==> src/rtl/go_link_pkg.sv <==
// Shared types and constants for the move-exchange link controller.
// Latency: n/a (types only).
// Backpressure: n/a (types only).
// Contents: move_t byte type, reserved ACK code, send-FSM state encoding, ACK decode helper.
package go_link_pkg;

    typedef logic [7:0] move_t;

    // Reserved code that no legal move encoding can take.
    localparam move_t ACK_BYTE = 8'hFF;

    typedef enum logic [1:0] {
        IDLE,
        SEND,
        WAIT_ACK,
        ERR
    } link_state_t;

    function automatic logic is_ack(input move_t b);
        return b == ACK_BYTE;
    endfunction

endpackage

==> src/rtl/link_timer.sv <==
// Down-counter: loads a value and counts to zero; expired is high while the count is zero.
// Latency: load takes effect on the next clock edge; expired is combinational from the count register.
// Backpressure: none, free-running once loaded; a new load restarts it at any time.
// Ports: clk_in/rst_n_in clock and async active-low reset, load/load_val restart, expired count==0.
module link_timer #(
    parameter int WIDTH = 8
) (
    input  logic             clk_in,
    input  logic             rst_n_in,
    input  logic             load,
    input  logic [WIDTH-1:0] load_val,
    output logic             expired
);

    logic [WIDTH-1:0] cnt;

    always_ff @(posedge clk_in or negedge rst_n_in) begin
        if (!rst_n_in) begin
            cnt <= '0;
        end else if (load) begin
            cnt <= load_val;
        end else if (cnt != '0) begin
            cnt <= cnt - WIDTH'(1);
        end
    end

    assign expired = (cnt == '0);

endmodule

==> src/rtl/move_link_ctrl.sv <==
// Reliable move exchange with the peer: send/ACK/retransmit for local moves, ACK+dedupe for peer moves.
// Latency: tx_trigger is registered, 1 cycle after local_move_valid or rx_ready at the earliest.
// Backpressure: one tx byte per BYTE_CYC; ACK beats move; one pending ACK is held, more collapse into it.
// Ports: clk_in/rst_n_in; game_fsm side local_move_valid/local_move/peer_turn -> local_busy/local_done/
//        link_err/retry_count/peer_move_valid/peer_move; UART side tx_trigger/tx_data, rx_ready/rx_data.
module move_link_ctrl
    import go_link_pkg::*;
#(
    parameter int BYTE_CYC        = 67_710,
    parameter int ACK_TIMEOUT_CYC = 6_500_000,
    parameter int MAX_RETRIES     = 3
) (
    input  logic       clk_in,
    input  logic       rst_n_in,
    input  logic       local_move_valid,
    input  move_t      local_move,
    input  logic       peer_turn,
    output logic       local_busy,
    output logic       local_done,
    output logic       link_err,
    output logic [1:0] retry_count,
    output logic       tx_trigger,
    output move_t      tx_data,
    input  logic       rx_ready,
    input  move_t      rx_data,
    output logic       peer_move_valid,
    output move_t      peer_move
);

    localparam int         HOLD_W = $clog2(BYTE_CYC + 1);
    localparam int         ACK_W  = $clog2(ACK_TIMEOUT_CYC + 1);
    localparam logic [1:0] MAX_R  = 2'(MAX_RETRIES);

    link_state_t state, state_nxt;
    move_t       move_q, move_nxt, move_byte;
    logic [1:0]  retry_nxt;
    logic        err_nxt, done_nxt;
    logic        ack_pend, ack_arm, delivered;
    logic        hold_free, ack_zero, ack_tmr_load;
    logic        rx_ack, rx_move, ack_req, deliver, timeout, retry_ok;
    logic        move_req, move_fire, ack_fire;

    // Byte hold: line is busy for BYTE_CYC cycles after every trigger.
    link_timer #(.WIDTH(HOLD_W)) u_hold_tmr (
        .clk_in   (clk_in),
        .rst_n_in (rst_n_in),
        .load     (ack_fire | move_fire),
        .load_val (HOLD_W'(BYTE_CYC - 1)),
        .expired  (hold_free)
    );

    // ACK timeout: armed by a move trigger, started only once that move byte has left the line.
    link_timer #(.WIDTH(ACK_W)) u_ack_tmr (
        .clk_in   (clk_in),
        .rst_n_in (rst_n_in),
        .load     (ack_tmr_load),
        .load_val (ACK_W'(ACK_TIMEOUT_CYC - 1)),
        .expired  (ack_zero)
    );

    assign rx_ack       = rx_ready & is_ack(rx_data);
    assign rx_move      = rx_ready & ~is_ack(rx_data);
    assign ack_req      = ack_pend | rx_move;
    assign deliver      = rx_move & peer_turn & ~delivered;
    assign ack_tmr_load = ack_arm & hold_free;
    // While armed the timer still holds a stale zero, so it cannot signal a timeout yet.
    assign timeout      = (state == WAIT_ACK) & ~ack_arm & ack_zero;
    assign retry_ok     = retry_count < MAX_R;
    assign ack_fire     = hold_free & ack_req;
    assign local_busy   = (state == SEND) | (state == WAIT_ACK);

    always_comb begin
        state_nxt = state;
        move_nxt  = move_q;
        retry_nxt = retry_count;
        err_nxt   = link_err;
        done_nxt  = 1'b0;
        move_req  = 1'b0;
        move_byte = move_q;
        case (state)
            IDLE, ERR: begin
                // Allow the new move straight onto a free line in the request cycle.
                move_byte = local_move;
                move_req  = local_move_valid;
                if (local_move_valid) begin
                    move_nxt  = local_move;
                    retry_nxt = '0;
                    err_nxt   = 1'b0;
                    state_nxt = SEND;
                end
            end
            SEND: move_req = 1'b1;
            WAIT_ACK: begin
                // An ACK landing on the expiry cycle wins over the timeout.
                if (rx_ack) begin
                    state_nxt = IDLE;
                    done_nxt  = 1'b1;
                end else if (timeout) begin
                    if (retry_ok) begin
                        retry_nxt = retry_count + 2'd1;
                        state_nxt = SEND;
                        move_req  = 1'b1;
                    end else begin
                        state_nxt = ERR;
                        err_nxt   = 1'b1;
                    end
                end
            end
            default: state_nxt = IDLE;
        endcase
        move_fire = hold_free & ~ack_req & move_req;
        if (move_fire) begin
            state_nxt = WAIT_ACK;
        end
    end

    always_ff @(posedge clk_in or negedge rst_n_in) begin
        if (!rst_n_in) begin
            state           <= IDLE;
            move_q          <= '0;
            retry_count     <= '0;
            link_err        <= 1'b0;
            local_done      <= 1'b0;
            ack_pend        <= 1'b0;
            ack_arm         <= 1'b0;
            delivered       <= 1'b0;
            tx_trigger      <= 1'b0;
            tx_data         <= '0;
            peer_move_valid <= 1'b0;
            peer_move       <= '0;
        end else begin
            state       <= state_nxt;
            move_q      <= move_nxt;
            retry_count <= retry_nxt;
            link_err    <= err_nxt;
            local_done  <= done_nxt;
            // A single pending flag: moves arriving while an ACK waits share that one ACK.
            ack_pend    <= ack_fire ? 1'b0 : (ack_pend | rx_move);
            ack_arm     <= move_fire | (ack_arm & ~hold_free);
            delivered   <= peer_turn & (delivered | rx_move);
            tx_trigger  <= ack_fire | move_fire;
            if (ack_fire) begin
                tx_data <= ACK_BYTE;
            end else if (move_fire) begin
                tx_data <= move_byte;
            end
            peer_move_valid <= deliver;
            if (deliver) begin
                peer_move <= rx_data;
            end
        end
    end

endmodule

==> config.mk <==
export PLATFORM = sky130hd
export DESIGN_NAME = move_link_ctrl
export DESIGN_NICKNAME = d
export VERILOG_FILES = /design/src/rtl/go_link_pkg.sv /design/src/rtl/link_timer.sv /design/src/rtl/move_link_ctrl.sv
export SDC_FILE = /design/constraint.sdc
export NUM_CORES = 1
export LEC_CHECK = 0
export CORE_AREA = 5 5 92 94
export CTS_CLUSTER_SIZE = 12
export DETAILED_ROUTE_END_ITERATION = 10
export DIE_AREA = 0 0 97 99
export GPL_TIMING_DRIVEN = 0
export PLACE_DENSITY = 0.73
export SKIP_LAST_GASP = 1
export SLEW_MARGIN = 0
export SYNTH_ARGS = -nofsm -noshare
export SYNTH_HDL_FRONTEND = slang
export SYNTH_HIERARCHICAL = 1
export SYNTH_SLANG_ARGS = --single-unit
==> constraint.sdc <==
create_clock -name clk_in -period 4.55 [get_ports clk_in]
set_input_delay 0.91 -clock clk_in [delete_from_list [all_inputs] [get_ports clk_in]]
set_output_delay 0.91 -clock clk_in [all_outputs]
set_load 0.01 [all_outputs]
After elaboration in Yosys (flattened, before gate mapping) --
Cells that the tools add are included.
Word-level totals: logic and storage cells 96, register bits 75, output and inout bits 23
Operators by class: equal/unequal tests 11, muxes and demuxes 30, reduce and logical (&&, ||, !) cells 15, bitwise operators 22, order comparisons 1, add/sub/neg operators 3
Operators with widths (count):
- $mux W23 | 2
- $mux W17 | 2
- $mux W8 | 3
- $logic_not A23 Y1 | 1
- $reduce_bool A23 Y1 | 1
- $sub A23 B1 Y23 const B | 1
- $mux W2 | 9
- $logic_not A17 Y1 | 1
- $reduce_bool A17 Y1 | 1
- $sub A17 B1 Y17 const B | 1
- $and A1 B1 Y1 | 12
- $mux W1 | 10
- $ne A2 B2 Y1 const B | 5
- $reduce_and A5 Y1 | 2
- $eq A8 B8 Y1 const B | 1
- $pmux W2 S2 | 2
- $reduce_bool A2 Y1 | 4
- $not A1 Y1 | 5
- $or A1 B1 Y1 | 5
- $eq A2 B2 Y1 const B | 2
- $ne A4 B4 Y1 const B | 1
- $ne A3 B3 Y1 const B | 1
- $pmux W1 S3 | 1
- $reduce_and A3 Y1 | 1
- other kinds (8) | 8

Logic depth before layout (Yosys ltp) --
Gate-level depths: netlist (run 1).
word-level depth 9, depth in mapped cells 14, depth with buffers taken out 12

Hierarchy --
The synthesis (run 1) kept the hierarchy.
Modules (own cells, without submodules):
- move_link_ctrl | cells an instance 133, sequential area each 875.8 µm², area each 1652.8 µm², times used 1
- link_timer (u_ack_tmr) | cells an instance 137, sequential area each 575.6 µm², area each 1305.0 µm², times used 1
- link_timer (u_hold_tmr) | cells an instance 109, sequential area each 425.4 µm², area each 1033.5 µm², times used 1

Worst setup path after synthesis (run 1) --
OpenSTA, ideal clock, no wires.
path kind reg2reg, from register u_ack_tmr.cnt[12], to register u_hold_tmr.cnt[11], arrival 2.712 ns, stages on the path, launching flop included 11, library setup time 0.136 ns, setup slack 1.702 ns, period minus slack after synthesis 2.848 ns, cell sequence dfrtp_1 -> nor4_4 -> nand4_4 -> nor4_1 -> nand4bb_1 -> nor3_1 -> o41ai_4 -> inv_1 -> clkbuf_1 -> clkbuf_1 -> o31ai_1
On the way: word-level cells in the longest chain between the ends 8, elaborated cells between the ends (all ways) 9, classes of those cells mux: 4; bitwise: 3; reduce/logical: 2
Ends and longest elaborated chain:
- start, declared | RTL line link_timer.sv:15 | logic [WIDTH-1:0] cnt;
- start signal, assigned | RTL line link_timer.sv:21 | cnt <= load_val;
- start signal, assigned | RTL line link_timer.sv:23 | cnt <= cnt - WIDTH'(1);
- $logic_not A23 Y1 (*) | RTL line link_timer.sv:27 | assign expired = (cnt == '0);
- net ack_zero | RTL line move_link_ctrl.sv:39 | logic hold_free, ack_zero, ack_tmr_load;
- $and A1 B1 Y1 (*) | RTL line move_link_ctrl.sv:67 | assign timeout = (state == WAIT_ACK) & ~ack_arm & ack_zero;
- $mux W1 (*) | RTL line move_link_ctrl.sv:98 | end else if (timeout) begin
- $mux W1 (*) | RTL line move_link_ctrl.sv:95 | if (rx_ack) begin
- $pmux W1 S3 (*) | RTL line move_link_ctrl.sv:80 | case (state)
- $and A1 B1 Y1 (*) | RTL line move_link_ctrl.sv:111 | move_fire = hold_free & ~ack_req & move_req;
- $or A1 B1 Y1 (*) | RTL line move_link_ctrl.sv:47 | .load (ack_fire | move_fire),
- $mux W17 or $reduce_bool A2 Y1 (tied branches)
- end signal, assigned | RTL line link_timer.sv:21
- end signal, assigned | RTL line link_timer.sv:23
- end, declared | RTL line link_timer.sv:15
The timed path passes the listed nets; every way through them passes the cells marked *. A chain may end at the register's enable or synchronous reset.

Final worst setup path (run 1) --
from register u_hold_tmr.cnt[0], to register u_hold_tmr.cnt[8]
On the way: word-level cells in the longest chain between the ends 5, elaborated cells between the ends (all ways) 10, classes of those cells add/sub: 1; mux: 2; bitwise: 4; reduce/logical: 3
Ends and longest elaborated chain (RTL line):
- $logic_not A17 Y1 (*) | link_timer.sv:27
- net hold_free | move_link_ctrl.sv:39
- $and A1 B1 Y1 (2 in a row) | move_link_ctrl.sv:111
- $or A1 B1 Y1 (*) | move_link_ctrl.sv:47
- $mux W17 or $reduce_bool A2 Y1 (tied branches)
The timed path passes the listed nets; every way through them passes the cells marked *. The select of a mux whose other input is x is not followed.

==> metrics.txt, run 1 <==
M1 GR Usage 0.232; post-CTS sizing 0; Area growth, synth to finish 24.9%; via count 2992; Finished Core Util 0.659; DP HPWL 5900 um; worst-case reg-to-reg path depth 11; Clock Skew 0.00844 ns; CTS max path bufs 2; number of synthesized flops with an enable pin 0; top_reg_cell synth dfrtp_1; GPL Wtd Cong 0.812; Pre-Repair DR Iteration Count 4; f_max 278 MHz; distinct cell type count after synthesis 64; fillers 599; Initial Utilization 0.527; TNS Setup 0 ns; WHS 0.501 ns; Num CTS Buffers 9; leakage power 1.97 nW; WL/cell 14.2 um; Max-cap violations 0; core area 7570 sq um; Peak VDD IR 0.000189 V; Max FO, Critical Path 14; WP data arrival 3.81 ns; CTS sink count 75; most frequent cells in the layout dfrtp_1, nand2_1, clkdlybuf4s50_1, conb_1, xnor2_1; first-pass GRT wire length 14600 um; final wirelength 8220 um; Placed Cells 563; die area 9600 sq um; vias in the first global route 3166; Hold Fails Final Rpt 0; CTS root buf clkbuf_8; drt initial violations 149; CTS tree built; Post-Syn Area 3990 sq um; HP Class flop to flop; Die Span X 97 um; Synth Register Bits 75; Seq/Total Area, Yosys 0.470; Max Slew Vio Count 0; CTS Hold Buffers Added 0; Worst-Margin Slew 0.747 ns; Final ANT Viol Nets 0; post-layout min period 3.60 ns; Global Route met3 Usage 0.0418; yosys warns 6; largest net degree at the start of global routing 39; worst skew pair latency 0.35 ns; PD cells 296 nW/um^2; vias per cell 5.17; final setup fails 0; GR Util All Layers 0.186; headroom to the max-slew limit 0.495; H-tree Lvls 3; aggregate global routing overflow 0; antenna violations before repair 0; Post-CTS Setup Repair Bufs 0; status finished clean; Final nets 498; gr busiest metal met2; die height 99 um; ant diodes 0; DRC 0; CP Capture Type flop; Post-Syn Instances 379; fin cells 579; Port Buffer Count 43; asr flop ratio synth 1.00; Reg clk slew, reported paths 0.08 ns; CP startpoint kind flop; Required @ worst endpoint 4.76 ns; crit path kind flop to flop; Final Power 1.48 mW; share of cells above drive strength 1 0.132; num rows 32; WHS Path Cells 1; IO Count 44; grt met2 use 0.311; Mean Syn Cell Area 10.5 sq um; Final Cycle Share 0.792; most common cell after layout, fill and taps aside dfrtp_1; unrepaired setup endpoints after global routing false
==> cell type report <==
cell class / count / area, sq um / area share
buffer: 14 / 66.3 / 0.0133
tap: 102 / 128 / 0.0256
inverter: 21 / 78.8 / 0.0158
multi-input combinational: 307 / 2110 / 0.424
clock inverter: 6 / 136 / 0.0274
clock buffer: 10 / 138 / 0.0276
timing repair buffer: 44 / 448 / 0.0899
sequential: 75 / 1880 / 0.377
==> through the flow <==
| stage | instance area (sq um) | worst slack, ns |
|---|---|---|
| finish | 4980 | 0.949 |
| global route | 4980 | 0.564 |
| CTS | 4980 | 0.930 |
| detailed placement | 4710 | 0.958 |
| global placement | 4690 | -0.129 |
| floorplan | 4130 | 1.70 |
==> layer usage <==
layer  share of wire  routed length, um  vias to the layer above
li1                -                  -                     1500
met2            0.49               4040                       49
met5               0                  0                        -
met1            0.45               3720                     1433
met3           0.042                343                       10
met4           0.014                112                        0
==> report_power, final <==
part	total, mW	internal [mW]	switching [mW]
clock network	0.693	0.436	0.257
registers	0.688	0.681	0.00721
logic	0.0965	0.0537	0.0428
==> critical path: stages, from the launching register on <==
cell,delay (ns)
dfrtp_1,0.40
inv_1,0.10
ha_1,0.23
nor4b_1,0.64
nand2b_1,0.21
nor3_2,0.27
buf_2,0.37
o41ai_4,0.22
inv_1,0.12
clkbuf_1,0.32
clkbuf_1,0.44
o31ai_1,0.15
==> worst paths after layout <==
check,start,to,slack (ns)
min in group asynchronous,rst_n_in,u_ack_tmr/cnt[3],0.53
worst max register to register,u_hold_tmr/cnt[0],u_hold_tmr/cnt[8],0.95
worst min-delay path,delivered,delivered,0.50
worst min register to register,delivered,delivered,0.50
max in group asynchronous,rst_n_in,tx_data[5],3.45
worst max-delay path,u_hold_tmr/cnt[0],u_hold_tmr/cnt[8],0.95
==> registers in the layout, summed over array words and instances, names as in the netlist, 2 cells and up <==
| register | count |
|---|---|
| u_ack_tmr/cnt | 23 |
| state | 2 |
| retry_count | 2 |
| u_hold_tmr/cnt | 17 |
| peer_move | 8 |
| move_q | 8 |
| tx_data | 8 |
==> synth_stat cells (2+ instances only) <==
cell | count | area share
dfrtp_1 | 75 | 0.47
nand2_1 | 46 | 0.043
xnor2_1 | 24 | 0.053
nor2_1 | 22 | 0.021
inv_1 | 21 | 0.020
o31ai_1 | 20 | 0.038
mux2_2 | 16 | 0.045
o21ai_0 | 16 | 0.020
mux2i_1 | 9 | 0.023
nor3_1 | 9 | 0.011
nor4_1 | 9 | 0.014
a22oi_1 | 8 | 0.015
clkbuf_1 | 8 | 0.0075
nand2b_1 | 8 | 0.013
xor2_1 | 7 | 0.015
nand4_1 | 6 | 0.0094
buf_2 | 5 | 0.0063
ha_1 | 5 | 0.016
a211oi_1 | 3 | 0.0056
a21boi_0 | 3 | 0.0056
nor4_4 | 3 | 0.016
or3_1 | 3 | 0.0047
a21oi_1 | 2 | 0.0025
a31oi_1 | 2 | 0.0031
and2_1 | 2 | 0.0031
and3_1 | 2 | 0.0031
and4_4 | 2 | 0.0056
conb_1 | 2 | 0.0019
nor3b_1 | 2 | 0.0038
o221ai_1 | 2 | 0.0044
o41ai_1 | 2 | 0.0044
or2_2 | 2 | 0.0031
or4_1 | 2 | 0.0038
==> cells by family (layout without fill, tap and decap cells) <==
| family | count (synthesis) | count (layout) | share of synthesized area |
|---|---|---|---|
| AOI/OAI and AO/OA | 71 | 71 | 0.139 |
| xor gates and xnor gates | 31 | 31 | 0.0680 |
| adders and majority gates | 5 | 5 | 0.0157 |
| buffers and inverters | 35 | 95 | 0.0364 |
| DFF | 75 | 75 | 0.470 |
| muxes | 26 | 26 | 0.0705 |
| other | 2 | 40 | 0.00188 |
| and+or+nand+nor | 134 | 134 | 0.198 |
(Power assumes the default switching activity.)
==> inputs of run 2 (changes only) <==
==> constraint.sdc (replaced) <==
create_clock -name clk_in -period 3.6 [get_ports clk_in]
set_input_delay 0.72 -clock clk_in [delete_from_list [all_inputs] [get_ports clk_in]]
set_output_delay 0.72 -clock clk_in [all_outputs]
set_load 0.01 [all_outputs]
==> metrics.txt, run 2 (synthesized netlist as in run 1, its figures left out) <==
WP data arrival 3.45 ns (-0.36 ns); TNS Setup 0 ns (unchanged); biggest registers after layout u_ack_tmr/cnt x23, u_hold_tmr/cnt x17; drt initial violations 148 (-0.67%); Largest register FFs 23 (unchanged); CTS tree built; GPL Wtd Cong 0.812 (unchanged); Post-CTS Setup Repair Bufs 0 (unchanged); Port Buffer Count 43 (unchanged); clock power share 0.470 (about the same); Final Cycle Share 0.898 (+0.107); CP startpoint kind flop; share of cells above drive strength 1 0.143 (+0.0105); die area 9600 sq um (unchanged); IO Count 44 (unchanged); CTS sink count 75 (unchanged); aggregate global routing overflow 0 (unchanged); Peak VDD IR 0.000239 V (+26%); worst skew pair latency 0.35 ns (about the same); status finished clean; Worst-Margin Slew 0.613 ns (-0.134 ns); Required @ worst endpoint 3.82 ns (-0.94 ns); Max-cap violations 0 (unchanged); Final ANT Viol Nets 0 (unchanged); worst-case reg-to-reg path depth 13 (+2); core area 7570 sq um (unchanged); final wirelength 8210 um (-0.12%); CTS root buf clkbuf_8; num rows 32 (unchanged); DP HPWL 5900 um (unchanged); DRC 0 (unchanged); headroom to the max-slew limit 0.590 (+0.0948); Die Span X 97 um (unchanged); fin cells 579 (unchanged); antenna violations before repair 0 (unchanged); Placed Cells 563 (unchanged); Hold Fails Final Rpt 0 (unchanged); Comb power frac 0.065 (about the same); Reg clk slew, reported paths 0.08 ns (about the same); Final nets 498 (unchanged); H-tree Lvls 3 (unchanged); switch share 0.208 (+0.000715); P_int 1.48 mW (+26%); Max Slew Vio Count 0 (unchanged); Num CTS Buffers 9 (unchanged); HP Class input port to asynchronous set/reset pin; GR Util All Layers 0.186 (unchanged); crit path kind flop to flop; NetSw 0.389 mW (+27%); CP Capture Type flop; Pre-Repair DR Iteration Count 4 (unchanged); ant diodes 0 (unchanged); largest net degree at the start of global routing 39 (unchanged); CTS max path bufs 2 (unchanged); post-layout min period 3.23 ns (-0.368 ns); first-pass GRT wire length 14600 um (unchanged); Final Power 1.87 mW (+27%); most frequent cells in the layout dfrtp_1, nand2_1, clkdlybuf4s50_1, conb_1, xnor2_1; Area growth, synth to finish 25.3%; Initial Utilization 0.527 (unchanged); Clock Skew 0.00877 ns (+0.000327 ns); WL/cell 14.2 um (-0.12%); vias per cell 5.22 (+1.0%); Max FO, Critical Path 10 (-4); leakage power 1.98 nW (+0.53%); most common cell after layout, fill and taps aside dfrtp_1; PD cells 374 nW/um^2 (+26%); Top reg by flops u_ack_tmr/cnt; via count 3022 (+1.0%); Reg power frac 0.465 (about the same); f_max 309 MHz (+11%); die height 99 um (unchanged); vias in the first global route 3166 (unchanged); final setup fails 0 (unchanged); unrepaired setup endpoints after global routing false
==> run 2: cell type report <==
class / count / area [sq um]
Buffer: 14 / 70.1
Clock buffer: 10 / 138
Clock inverter: 6 / 136
Fill cell: 595 / 2570
Inverter: 21 / 78.8
Multi-Input combinational cell: 307 / 2120
Sequential cell: 75 / 1880
Tap cell: 102 / 128
Timing Repair Buffer: 44 / 448
==> run 2: path summary, 6_finish.rpt <==
| check | start | end | slack (ns) |
|---|---|---|---|
| setup / recovery | u_ack_tmr/cnt[0] | u_hold_tmr/cnt[16] | 0.37 |
| hold / removal | rst_n_in | u_ack_tmr/cnt[3] | 0.34 |
| setup reg to reg | u_ack_tmr/cnt[0] | u_hold_tmr/cnt[16] | 0.37 |
| hold reg to reg | delivered | delivered | 0.50 |
| max in group asynchronous | rst_n_in | move_q[1] | 2.69 |
| min in group clk_in | delivered | delivered | 0.50 |
==> run 2: stage by stage <==
step | hold slack, ns | instance area (sq um) | worst slack [ns] | utilization
global route | 0.375 | 5000 | 0.0318 | 0.661
finish | 0.337 | 5000 | 0.367 | 0.661
CTS | 0.347 | 4990 | 0.0678 | 0.659
floorplan | 0.424 | 4130 | 0.752 | -
detailed placement | 0.482 | 4710 | 0.00751 | 0.622
global placement | 0.465 | 4690 | -0.889 | 0.620
==> run 2: critical path: stages, from the launching register on <==
cell,delay (ns)
dfrtp_1,0.39
inv_1,0.09
ha_1,0.20
nand2b_1,0.12
nand2b_1,0.16
buf_2,0.21
nor4_2,0.31
nand4bb_1,0.19
nor3_1,0.36
o41ai_4,0.20
inv_1,0.12
clkbuf_1,0.33
clkbuf_2,0.30
o21ai_0,0.13
==> run 2: power groups by stage <==
stage	clock, mW	combinational, mW	sequential, mW
5_1_grt	0.941	0.135	0.872
6_report	0.877	0.122	0.869
4_1_cts	0.893	0.125	0.869
3_5_place_dp	0	0.125	0.886
2_1_floorplan	0	0.0280	0.894
3_3_place_gp	0	0.121	0.885
==> run 2: repair_timing <==
action | CTS | global route
hold buffers | 0 | 0
resized for setup | 1 | 7
pin swaps | 0 | 0
hold endpoints to repair | 0 | 0
setup endpoints to repair | 7 | 16
==> run 2: layer usage <==
metal / vias to the layer above / global-route usage / part of all wire
met3: 10 / 0.0418 / 0.048
li1: 1502 / - / -
met4: 0 / 0.0799 / 0.014
met5: - / 0 / 0
met1: 1447 / 0.232 / 0.45
met2: 63 / 0.311 / 0.49
==> inputs of run 3 (changes only) <==
--- a/config.mk
+++ b/config.mk
@@ -5,15 +5,13 @@
 export SDC_FILE = /design/constraint.sdc
 export NUM_CORES = 1
 export LEC_CHECK = 0
-export CORE_AREA = 5 5 92 94
+export CORE_AREA = 2 2 86 88
 export CTS_CLUSTER_SIZE = 12
 export DETAILED_ROUTE_END_ITERATION = 10
-export DIE_AREA = 0 0 97 99
-export GPL_TIMING_DRIVEN = 0
+export DIE_AREA = 0 0 88 90
 export PLACE_DENSITY = 0.73
 export SKIP_LAST_GASP = 1
 export SLEW_MARGIN = 0
 export SYNTH_ARGS = -nofsm -noshare
 export SYNTH_HDL_FRONTEND = slang
-export SYNTH_HIERARCHICAL = 1
 export SYNTH_SLANG_ARGS = --single-unit
==> metrics.txt, run 3 <==
status finished clean; Synth top cells by count dfrtp_1, o21ai_0, nand2_1, nor2_1, mux2_2; most common cell after layout, fill and taps aside dfrtp_1; final wirelength 7130 um (-13%); fillers 578 (-2.9%); distinct cell type count after synthesis 54 (-16%); Initial Utilization 0.520 (-0.00758); Post-CTS Setup Repair Bufs 0 (unchanged); CTS root buf clkbuf_8; Synth top area share 0.514 (+0.0440); most used cell, CP inv_1; Final Cycle Share 0.792 (-0.106); die height 90 um (-9.1%); H-tree Lvls 3 (unchanged); CP Capture Type primary output; Synth Register Bits 75 (unchanged); post-route cell area 4350 sq um (-13%); IO Count 44 (unchanged); clock power share 0.327 (-0.143); vias in the first global route 2677 (-15%); WL/cell 14.8 um (+4.6%); Comb power frac 0.160 (+0.095); reg-to-reg endpoint tx_data[1]; crit path kind flop to primary output; post-CTS sizing 0 (-1); first-pass GRT wire length 12500 um (-14%); PD cells 426 nW/um^2 (+14%); leakage power 1.94 nW (-2.2%); Post-Syn Instances 329 (-13%); GPL Wtd Cong 0.782 (-3.6%); TNS Setup 0 ns (unchanged); CTS tree built; Global Route met3 Usage 0.0606 (+0.0189); Reg power frac 0.513 (+0.048); num rows 31 (-3.1%); GR Util All Layers 0.201 (+0.0154); biggest registers after layout u_ack_tmr.cnt x23, u_hold_tmr.cnt x17; worst-case reg-to-reg path depth 7 (-6); die area 7920 sq um (-18%); f_max 351 MHz (+13%); HP Class input port to asynchronous set/reset pin; yosys warns 0 (-6); post-layout min period 2.85 ns (-0.383 ns); most frequent cells in the layout dfrtp_1, clkdlybuf4s50_1, o21ai_0, nand2_1, nor2_1; Largest register FFs 23 (unchanged); syn nets 356; Pre-Repair DR Iteration Count 4 (unchanged); switch share 0.276 (+0.0674); Peak VDD IR 0.000355 V (+49%); Seq/Total Area, Yosys 0.514 (+0.0440); ant diodes 0 (unchanged); Max-cap violations 0 (unchanged); DRC 0 (unchanged); largest net degree at the start of global routing 76 (+95%); headroom to the max-slew limit 0.393 (-0.196); RR Startpoint u_hold_tmr.cnt[0]; CTS Hold Buffers Added 0 (unchanged); worst skew pair latency 0.36 ns (about the same); via count 2711 (-10%); aggregate global routing overflow 0 (unchanged); most common cell in the netlist dfrtp_1; Port Buffer Count 43 (unchanged); WP data arrival 2.13 ns (-1.32 ns); Area growth, synth to finish 19.3%; Die Span X 88 um (-9.3%); Max FO, Critical Path 12 (+2); core area 7020 sq um (-7.2%); CTS sink count 75 (unchanged); unrepaired setup endpoints after global routing false; r2r setup slk 0.76 ns (+0.39 ns); drt initial violations 167 (+13%); top_reg_cell synth dfrtp_1; Num CTS Buffers 9 (unchanged); final setup fails 0 (unchanged); CTS max path bufs 2 (unchanged); CP startpoint kind flop; antenna violations before repair 0 (unchanged); Max Slew Vio Count 0 (unchanged); number of synthesized flops with an enable pin 0 (unchanged); NetSw 0.512 mW (+31%); main area contributors after synthesis dfrtp_1, mux2_2, mux2i_1; Worst-Margin Slew 0.910 ns (+0.297 ns); P_int 1.34 mW (-9.2%); DP HPWL 4960 um (-16%); Top reg by flops u_ack_tmr.cnt; M1 GR Usage 0.286 (+0.0543); Final nets 404 (-19%); Yosys top cell by area dfrtp_1; grt met2 use 0.289 (-0.0220); Post-Syn Area 3650 sq um (-8.6%); Final ANT Viol Nets 0 (unchanged); Required @ worst endpoint 2.88 ns (-0.94 ns); critical path's slowest cell ha_1; Hold Fails Final Rpt 0 (unchanged); CP peak stage delay 0.62 ns (+0.23 ns); Clock Skew 0.00738 ns (-0.00139 ns); dpl cell area 4170 sq um (-11%); asr flop ratio synth 1.00 (unchanged); gr busiest metal met2; share of cells above drive strength 1 0.131 (-0.0117); Reg clk slew, reported paths 0.09 ns (about the same); vias per cell 5.64 (+8.0%); Mean Syn Cell Area 11.1 sq um (+5.3%); CP Cell Sequence inv_1 -> ha_1 -> inv_1 -> clkdlybuf4s50_1
## run 3: cell types whose count changed after synthesis, sizes merged, moves of 5 or more
cell	change
a2bb2oi	+8
xor2	+5
xnor2	-17
or3	+10
inv	-9
nand2	-28
o31ai	-17
a22oi	-8
a21oi	+8
## run 3: kinds of logic after synthesis
kind of cell / Yosys count / share of synthesized area
buf+inv: 20 / 0.0243
mux: 27 / 0.0795
xor+xnor: 19 / 0.0456
fa+ha+maj: 6 / 0.0206
simple gates: 118 / 0.193
compound gates: 64 / 0.123
flops: 75 / 0.514
## run 3: cell type report
type	count	area [sq um]	area share
clock inverter	7	57.6	0.0132
tap	99	124	0.0284
clock buffer	9	124	0.0284
inverter	12	45.0	0.0103
multi-input combinational	234	1680	0.387
timing repair buffer	45	443	0.102
sequential	75	1880	0.431
## run 3: worst max-delay path by stage
stage,start,end
4_1_cts,state[0],local_busy
6_report,state[0],local_busy
3_5_place_dp,rx_data[5],tx_data[3]
5_1_grt,u_hold_tmr.cnt[0],tx_data[1]
3_3_place_gp,rx_data[7],tx_data[6]
2_1_floorplan,u_hold_tmr.cnt[0],u_hold_tmr.cnt[5]
## run 3: critical path, delay by kind of cell, from the launching register on
family / cells / cell delay, ns
adder cells (fa/ha/maj): 1 / 0.62
buffers and inverters: 3 / 0.78
flip-flops: 1 / 0.37
## run 3: power by group through the flow
stage | clock network, mW | logic (mW) | registers, mW
5_1_grt | 0.646 | 0.329 | 0.959
3_3_place_gp | 0 | 0.298 | 0.965
3_5_place_dp | 0 | 0.303 | 0.968
2_1_floorplan | 0 | 0.167 | 0.971
4_1_cts | 0.622 | 0.305 | 0.952
6_report | 0.606 | 0.297 | 0.951
## run 3: through the flow
step,instances,hold slack (ns),util,power [mW],setup slack [ns]
after detailed placement,465,0.461,0.594,1.27,0.567
after global placement,465,0.450,0.594,1.26,0.647
after floorplan,329,0.424,-,1.14,1.16
after CTS,481,0.476,0.620,1.88,0.699
after global routing,481,0.506,0.620,1.93,0.468
final,481,0.457,0.620,1.85,0.749
## run 3: layer usage
layer  vias up  routed length, um
li1       1309                  -
met4         0                144
met1      1338               3440
met5         -                  0
met3        14                330
met2        50               3220
